[config.mk]
export PLATFORM = sky130hd
export DESIGN_NAME = dxt_mem_arbiter
export DESIGN_NICKNAME = d
export VERILOG_FILES = /design/src/rtl/i3c_pkg.sv /design/src/rtl/dxt_rr_arb2.sv /design/src/rtl/dxt_mem_arbiter.sv
export SDC_FILE = /design/constraint.sdc
export NUM_CORES = 1
export LEC_CHECK = 0
export CORE_AREA = 4 4 241 243
export DETAILED_ROUTE_END_ITERATION = 7
export DIE_AREA = 0 0 245 247
export GPL_ROUTABILITY_DRIVEN = 0
export PLACE_DENSITY = 0.4
export SYNTH_ARGS = -nofsm -noshare
export SYNTH_HDL_FRONTEND = slang
export SYNTH_SLANG_ARGS = --single-unit
[constraint.sdc]
create_clock -name clk_i -period 1.6 [get_ports clk_i]
set_clock_uncertainty 0.15 [all_clocks]
set_input_delay 0.24 -clock clk_i [delete_from_list [all_inputs] [get_ports clk_i]]
set_output_delay 0.24 -clock clk_i [all_outputs]
set_load 0.1 [all_outputs]
[src/rtl/i3c_pkg.sv]
// Shared i3c memory-path types: DAT/DCT word types plus the requester and
// memory bundles used by the DAT/DCT memory arbiter.
package i3c_pkg;

    localparam int unsigned DatAw    = 8;
    localparam int unsigned DatDw    = 64;
    localparam int unsigned DctAw    = 8;
    localparam int unsigned DctDw    = 128;
    localparam int unsigned MemAwMax = 16;
    localparam int unsigned MemDwMax = 128;

    typedef logic [DatDw-1:0] dat_word_t;
    typedef logic [DctDw-1:0] dct_word_t;

    // Bundles are sized for the widest memory; narrower instances zero-extend.
    typedef struct packed {
        logic                req;
        logic                write;
        logic [MemAwMax-1:0] addr;
        logic [MemDwMax-1:0] wdata;
        logic [MemDwMax-1:0] wmask;
    } mem_req_t;

    typedef struct packed {
        logic [MemDwMax-1:0] rdata;
    } mem_rsp_t;

    typedef enum logic {
        GntHw = 1'b0,
        GntSw = 1'b1
    } gnt_sel_e;

    // Two-way round robin: a lone request wins, contention goes to the loser of last time.
    function automatic logic [1:0] rr_pick(input logic [1:0] req, input gnt_sel_e last);
        logic [1:0] gnt;
        case (req)
            2'b01:   gnt = 2'b01;
            2'b10:   gnt = 2'b10;
            2'b11:   gnt = (last == GntSw) ? 2'b01 : 2'b10;
            default: gnt = 2'b00;
        endcase
        return gnt;
    endfunction

endpackage

[src/rtl/dxt_rr_arb2.sv]
// Two-way round-robin arbiter; bit 0 is the controller FSM, bit 1 the CSR side.
module dxt_rr_arb2
    import i3c_pkg::*;
(
    input  logic       clk_i,
    input  logic       rst_ni,
    input  logic [1:0] req_i,
    output logic [1:0] gnt_o
);

    gnt_sel_e last_gnt_q;
    gnt_sel_e last_gnt_d;

    // Grant decode and last-grant update; idle cycles keep the history.
    always_comb begin
        gnt_o      = rr_pick(req_i, last_gnt_q);
        last_gnt_d = last_gnt_q;
        if (gnt_o[0]) begin
            last_gnt_d = GntHw;
        end else if (gnt_o[1]) begin
            last_gnt_d = GntSw;
        end else begin
            last_gnt_d = last_gnt_q;
        end
    end

    // Reset to SW so the controller wins the first contention.
    always_ff @(posedge clk_i or negedge rst_ni) begin
        if (!rst_ni) begin
            last_gnt_q <= GntSw;
        end else begin
            last_gnt_q <= last_gnt_d;
        end
    end

endmodule

[src/rtl/dxt_mem_arbiter.sv]
// Shares one single-port RAM between the i3c controller FSM and CSR accesses,
// with round-robin arbitration, read-response routing and a conflict counter.
module dxt_mem_arbiter
    import i3c_pkg::*;
#(
    parameter int unsigned AddrW = i3c_pkg::DatAw,
    parameter int unsigned DataW = 64,
    parameter int unsigned CntW  = 16
) (
    input  logic             clk_i,
    input  logic             rst_ni,
    input  logic             hw_req_i,
    input  logic             hw_write_i,
    input  logic [AddrW-1:0] hw_addr_i,
    input  logic [DataW-1:0] hw_wdata_i,
    input  logic [DataW-1:0] hw_wmask_i,
    output logic             hw_gnt_o,
    output logic             hw_rvalid_o,
    output logic [DataW-1:0] hw_rdata_o,
    input  logic             sw_req_i,
    input  logic             sw_write_i,
    input  logic [AddrW-1:0] sw_addr_i,
    input  logic [DataW-1:0] sw_wdata_i,
    input  logic [DataW-1:0] sw_wmask_i,
    output logic             sw_gnt_o,
    output logic             sw_rvalid_o,
    output logic [DataW-1:0] sw_rdata_o,
    output logic             mem_req_o,
    output logic             mem_write_o,
    output logic [AddrW-1:0] mem_addr_o,
    output logic [DataW-1:0] mem_wdata_o,
    output logic [DataW-1:0] mem_wmask_o,
    input  logic [DataW-1:0] mem_rdata_i,
    output logic [CntW-1:0]  conflict_cnt_o
);

    logic [1:0]      req_s;
    logic [1:0]      gnt_s;
    mem_req_t        hw_bundle_s;
    mem_req_t        sw_bundle_s;
    mem_req_t        mux_s;
    logic            hw_rvalid_q, hw_rvalid_d;
    logic            sw_rvalid_q, sw_rvalid_d;
    logic [CntW-1:0] cnt_q, cnt_d;

    // Requests are masked while in reset so no grant or memory access escapes.
    assign req_s = {sw_req_i & rst_ni, hw_req_i & rst_ni};

    dxt_rr_arb2 u_arb (
        .clk_i  (clk_i),
        .rst_ni (rst_ni),
        .req_i  (req_s),
        .gnt_o  (gnt_s)
    );

    // Pack both requesters and steer the granted one onto the RAM port.
    always_comb begin
        hw_bundle_s = '{req: req_s[0], write: hw_write_i, addr: MemAwMax'(hw_addr_i),
                        wdata: MemDwMax'(hw_wdata_i), wmask: MemDwMax'(hw_wmask_i)};
        sw_bundle_s = '{req: req_s[1], write: sw_write_i, addr: MemAwMax'(sw_addr_i),
                        wdata: MemDwMax'(sw_wdata_i), wmask: MemDwMax'(sw_wmask_i)};
        mux_s = '0;
        if (gnt_s[0]) begin
            mux_s = hw_bundle_s;
        end else if (gnt_s[1]) begin
            mux_s = sw_bundle_s;
        end else begin
            mux_s = '0;
        end
    end

    assign mem_req_o   = mux_s.req;
    assign mem_write_o = mux_s.write;
    assign mem_addr_o  = AddrW'(mux_s.addr);
    assign mem_wdata_o = DataW'(mux_s.wdata);
    assign mem_wmask_o = DataW'(mux_s.wmask);

    // Read-owner tracking and saturating contention count.
    always_comb begin
        hw_rvalid_d = gnt_s[0] & ~hw_write_i;
        sw_rvalid_d = gnt_s[1] & ~sw_write_i;
        cnt_d       = cnt_q;
        if ((&req_s) && (cnt_q != {CntW{1'b1}})) begin
            cnt_d = cnt_q + CntW'(1);
        end else begin
            cnt_d = cnt_q;
        end
    end

    // State registers; reset drops any in-flight read response.
    always_ff @(posedge clk_i or negedge rst_ni) begin
        if (!rst_ni) begin
            hw_rvalid_q <= 1'b0;
            sw_rvalid_q <= 1'b0;
            cnt_q       <= '0;
        end else begin
            hw_rvalid_q <= hw_rvalid_d;
            sw_rvalid_q <= sw_rvalid_d;
            cnt_q       <= cnt_d;
        end
    end

    assign hw_gnt_o       = gnt_s[0];
    assign sw_gnt_o       = gnt_s[1];
    assign hw_rvalid_o    = hw_rvalid_q;
    assign sw_rvalid_o    = sw_rvalid_q;
    assign hw_rdata_o     = mem_rdata_i;
    assign sw_rdata_o     = mem_rdata_i;
    assign conflict_cnt_o = cnt_q;

endmodule

Word level (Yosys, flattened, before mapping)
Index checks and enable logic that the tools add are counted.
Cells by class
  $add $sub $neg: 1
  equal/unequal tests: 4
  mux-type cells: 6
  bitwise logic cells: 6
  reductions and logical operators: 3
Operators by type and width (number)
  $mux W274: 2
  $add A16 B1 Y16 const B: 1
  $ne A16 B16 Y1 const B: 1
  $pmux W2 S3: 1
  $and A1 B1 Y1: 4
  $eq A2 B2 Y1 const B: 2
  $eq A2 B1 Y1 const B: 1
  $mux W1: 2
  $mux W2: 1
  $not A1 Y1: 2
  $reduce_and A2 Y1: 1
  $reduce_bool A2 Y1: 1
  $logic_and A1 B1 Y1: 1
Word-level totals
  register bits after elaboration: 19
  logic and storage cells: 24

Depth between registers and ports, before layout
  word-level depth: 5
  depth in mapped cells: 5
  depth with buffers taken out: 5

By module
Synthesis repeated with hierarchy kept, for this count alone.
Unflattened totals
  cells, all modules: 387
  area, all modules: 3321.9 um^2
By module, submodules not included
  dxt_mem_arbiter: instances 1, cells an instance 381, area each 3268.1 um^2
  dxt_rr_arb2: instances 1, cells an instance 6, area each 53.8 um^2

Worst setup path before layout
OpenSTA, ideal clock, no wires.
  kind: register -> output
  from: reg u_arb.last_gnt_q
  to: out mem_addr_o[1]
  arrival time: 2.719 ns
  setup slack: -1.509 ns
  cell stages (with the launch flop): 5
  buffers on the path: 1
  cells stage by stage: dfstp_2 inv_1 a21oi_1 clkbuf_1 a22o_1
On the way
  elaborated cells on any way between the ends: 4
  classes of those cells: mux (4)
RTL lines
  start: declaration: line dxt_rr_arb2.sv:11  | gnt_sel_e last_gnt_q;
  start signal: assignment: line dxt_rr_arb2.sv:30  | last_gnt_q <= GntSw;
  start signal: assignment: line dxt_rr_arb2.sv:32  | last_gnt_q <= last_gnt_d;
  $mux W2: line i3c_pkg.sv:39  | 2'b11: gnt = (last == GntSw) ? 2'b01 : 2'b10;
  $pmux W2 S3: line i3c_pkg.sv:36  | case (req)
  net hw_gnt_o: line dxt_mem_arbiter.sv:17  | output logic hw_gnt_o,
  $mux W274: line dxt_mem_arbiter.sv:63  | if (gnt_s[0]) begin
  end: declaration: line dxt_mem_arbiter.sv:30  | output logic [AddrW-1:0] mem_addr_o,
The timed path passes the listed nets, and every way through them passes these cells.

Worst setup path after layout
  from: reg u_arb.last_gnt_q
  to: out mem_wmask_o[9]
On the way
  cells in the longest elaborated chain, start to end: 4
Ends and longest elaborated chain
  $mux W2 (*): line i3c_pkg.sv:39
  $pmux W2 S3 (*): line i3c_pkg.sv:36
  $mux W274: line dxt_mem_arbiter.sv:65  | end else if (gnt_s[1]) begin
  $mux W274 (*): line dxt_mem_arbiter.sv:63
  end: declaration: line dxt_mem_arbiter.sv:32  | output logic [DataW-1:0] mem_wmask_o,
Mark *: on every way between the ends. The rest lies on a longest branch, timed or not.

==> results.py <==
metrics = {
    "status": {
        "run_status": "complete, but fails checks",
        "violations": "negative setup slack",
    },
    "global_routing": {
        "grt.total_usage": 0.0941,
        "grt_pass1_wl_mm": 41.0,
        "antenna_found_initial": 12,
        "overflow": 0,
        "grt_max_degree": 28,
        "first_global_vias": 5226,
    },
    "clock_tree": {
        "cts_tree": "yes",
        "clkTransAtPathRegs_ns": 0.06,
        "clk_path_buf_depth": 2,
        "root_buffer": "clkbuf_16",
        "hold_buffers": 0,
        "htreeDepth": 1,
        "cts_buffers": 3,
        "cts_sinks": 19,
        "clk_latency_ns": 0.25,
    },
    "floorplan": {
        "placeableCoreArea_um2": 56000,
        "die_h_um": 247,
        "core.rowCount": 87,
        "die_w_um": 245,
        "initial_core_util": 0.0579,
        "ios": 628,
        "die_area_um2": 60500,
    },
    "sta": {
        "hold_viol": 0,
        "timing.hold.ws_ns": 0.0118,
        "fin_crit_ns": 2.27,
        "timing.fmax_ghz": 0.441,
        "slew_viol_final": 0,
        "fin_ws_ns": -0.666,
        "slew_headroom": 0.766,
        "fin_crit_sh": 1.42,
        "finalSetupViolations": 148,
        "rsz0062_at_grt": "yes",
        "worst_pin_slew_ns": 0.349,
    },
    "route": {
        "avgRoutedWirePerCell_um": 20.6,
        "num_vias": 4548,
        "drt_first_pass_iters": 4,
        "antenna_left": 0,
        "drc": 0,
        "drt_iter0_markers": 88,
        "vias_per_cell": 3.01,
        "drt_wl_total_mm": 31.2,
    },
    "logic_synthesis": {
        "syn_area_um2": 3240,
        "synth_cells": 377,
        "syn_nets": 720,
        "yosysTopAreaCellShare": 0.370,
        "synth_cell_type_count": 31,
        "ys_seq_area_frac": 0.147,
        "synth_top_area_cell": "a22o_1",
        "yosysWarnings": 0,
        "synth_seq_cells": 19,
        "synth.area.top_cells": "a22o_1 37%, buf_4 30%, dfrtp_1 14%",
        "syn_area_per_cell_um2": 8.59,
    },
    "critical_path": {
        "rrSetupSlack_ns": -0.07,
        "cp_max_fo": 7,
        "crit_end": "mem_wmask_o[9]",
        "critical_path_class": "flop to output port",
        "cp-end-kind": "output port",
        "cp.required_ns": 1.21,
        "crit_start": "u_arb.last_gnt_q",
        "reg2reg_from": "conflict_cnt_o[0]",
        "reg2reg_to": "conflict_cnt_o[11]",
        "worstPathArrival_ns": 1.88,
        "r2r_cells": 6,
        "startpoint_type": "flop",
    },
    "layout": {
        "syn2layout_area_growth_pct": 259,
        "fin_nets": 1099,
        "final_layout_size_suffix_gt1_frac": 0.587,
    },
    "worst_hold_path": {
        "min_path_type": "input port to asynchronous set/reset pin",
    },
    "power_and_ir_drop": {
        "ir_drop_v": 0.000487,
        "power.leakage_nw": 4.77,
        "power_density_nw_per_um2": 669,
    },
    "placement": {
        "io_buffers": 435,
        "hpwl_mm": 26.3,
        "pre_cts_slack_ns": -0.741,
    },
    "run": {
        "drv_cap": 0,
    },
}
## synthesized netlist by cell type
cell and number:
nor4_4 1, xor2_1 14, dfrtp_1 18, mux2_4 1, nand4_2 1, a21oi_1 3, nor2b_1 2, nand3_1 4
clkbuf_1 6, nand2b_1 1, and2_1 1, nor4b_1 2, nor3b_1 2, nand2_1 6, nand3_2 2, dfstp_2 1
nand4_4 1, nor2_2 1, nor4_1 5, buf_2 24, and4_1 1, nor2_1 3, inv_1 1, buf_4 128
ha_1 1, o21ai_0 1, nor3_1 4, and3_1 2, nand4_1 2, o21a_1 1, a22o_1 137
## per-layer routing
metal  vias up  routed length (um)  track usage
met5         -                  42            0
met4         6                 452       0.0138
met3        51                3610       0.0491
met2       338               13700        0.144
met1      2079               13300        0.120
li1       2074                   -            -
## cell type report
type	count	area, um2
Sequential cell	19	532
Inverter	1	3.75
Tap cell	756	946
Antenna cell	2	5.00
Fill cell	6098	44300
Clock buffer	3	75.1
Clock inverter	1	5.00
Multi-Input combinational cell	199	2990
Timing Repair Buffer	532	7080
## registers in the layout (all words and copies together), names as in the netlist
register          count
conflict_cnt_o       16
hw_rvalid_o           1
sw_rvalid_o           1
u_arb.last_gnt_q      1
## what timing repair did
action	in CTS	in global routing
setup endpoints to repair	158	156
resized for setup	62	26
cloned	3	3
pin swaps	4	10
buffers inserted	14	3
## layout by cell type, fill, tap and decap left out, types with 3 or more instances in the layout
cell	synthesis	final
buf_4	128	49
buf_8	0	8
dlygate4sd2_1	0	3
xor2_1	14	14
nor4_4	1	5
buf_12	0	167
nand3_1	4	4
nor3_4	0	4
buf_6	0	23
a22o_2	0	13
dfrtp_4	0	14
a22o_4	0	124
buf_16	0	5
nand2_1	6	5
clkdlybuf4s50_1	0	274
clkbuf_16	0	5
## cell families after synthesis
family,count (synthesis),synth area share
adders and majority gates,1,0.00386
DFF,19,0.147
and+or+nand+nor,41,0.0857
xor gates and xnor gates,14,0.0379
AOI/OAI and AO/OA,142,0.379
buffers and inverters,159,0.342
muxes,1,0.00463
## per-stage QoR
| step | util | setup TNS (ns) | cells | area [um2] | total power [mW] |
|---|---|---|---|---|---|
| after floorplan | - | -40.97 | 377 | 4490 | 5.72 |
| after global placement | 0.193 | -108.24 | 1486 | 10800 | 7.03 |
| after detailed placement | 0.193 | -102.42 | 1486 | 10800 | 7.03 |
| after CTS | 0.204 | -84.19 | 1506 | 11400 | 7.80 |
| after global routing | 0.208 | -90.61 | 1511 | 11600 | 8.05 |
| final | 0.208 | -80.31 | 1513 | 11600 | 7.79 |
## power breakdown
group	internal, mW	leakage, nW	switching [mW]
sequential	0.587	0.224	0.106
clock	0.336	0.0409	0.196
combinational	2.86	4.50	3.71
## worst min-delay path by stage
stage / startpoint / to / slack, ns / depth (start not counted)
floorplan: rst_ni / conflict_cnt_o[2] / -0.21 / 0
global placement: mem_rdata_i[16] / hw_rdata_o[16] / 0.33 / 0
detailed placement: mem_rdata_i[16] / hw_rdata_o[16] / 0.33 / 0
CTS: rst_ni / conflict_cnt_o[13] / 0.02 / 2
global route: rst_ni / conflict_cnt_o[15] / 0.04 / 2
finish: rst_ni / conflict_cnt_o[15] / 0.01 / 2
## worst max-delay path, cell delays in order, from the launching register on
cell and delay [ns]:
dfstp_2 0.54, buf_4 0.12, a21oi_4 0.07, buf_12 0.14
clkbuf_16 0.18, buf_8 0.14, a22o_4 0.25, buf_12 0.16
Power figures use the tool's default switching activity.
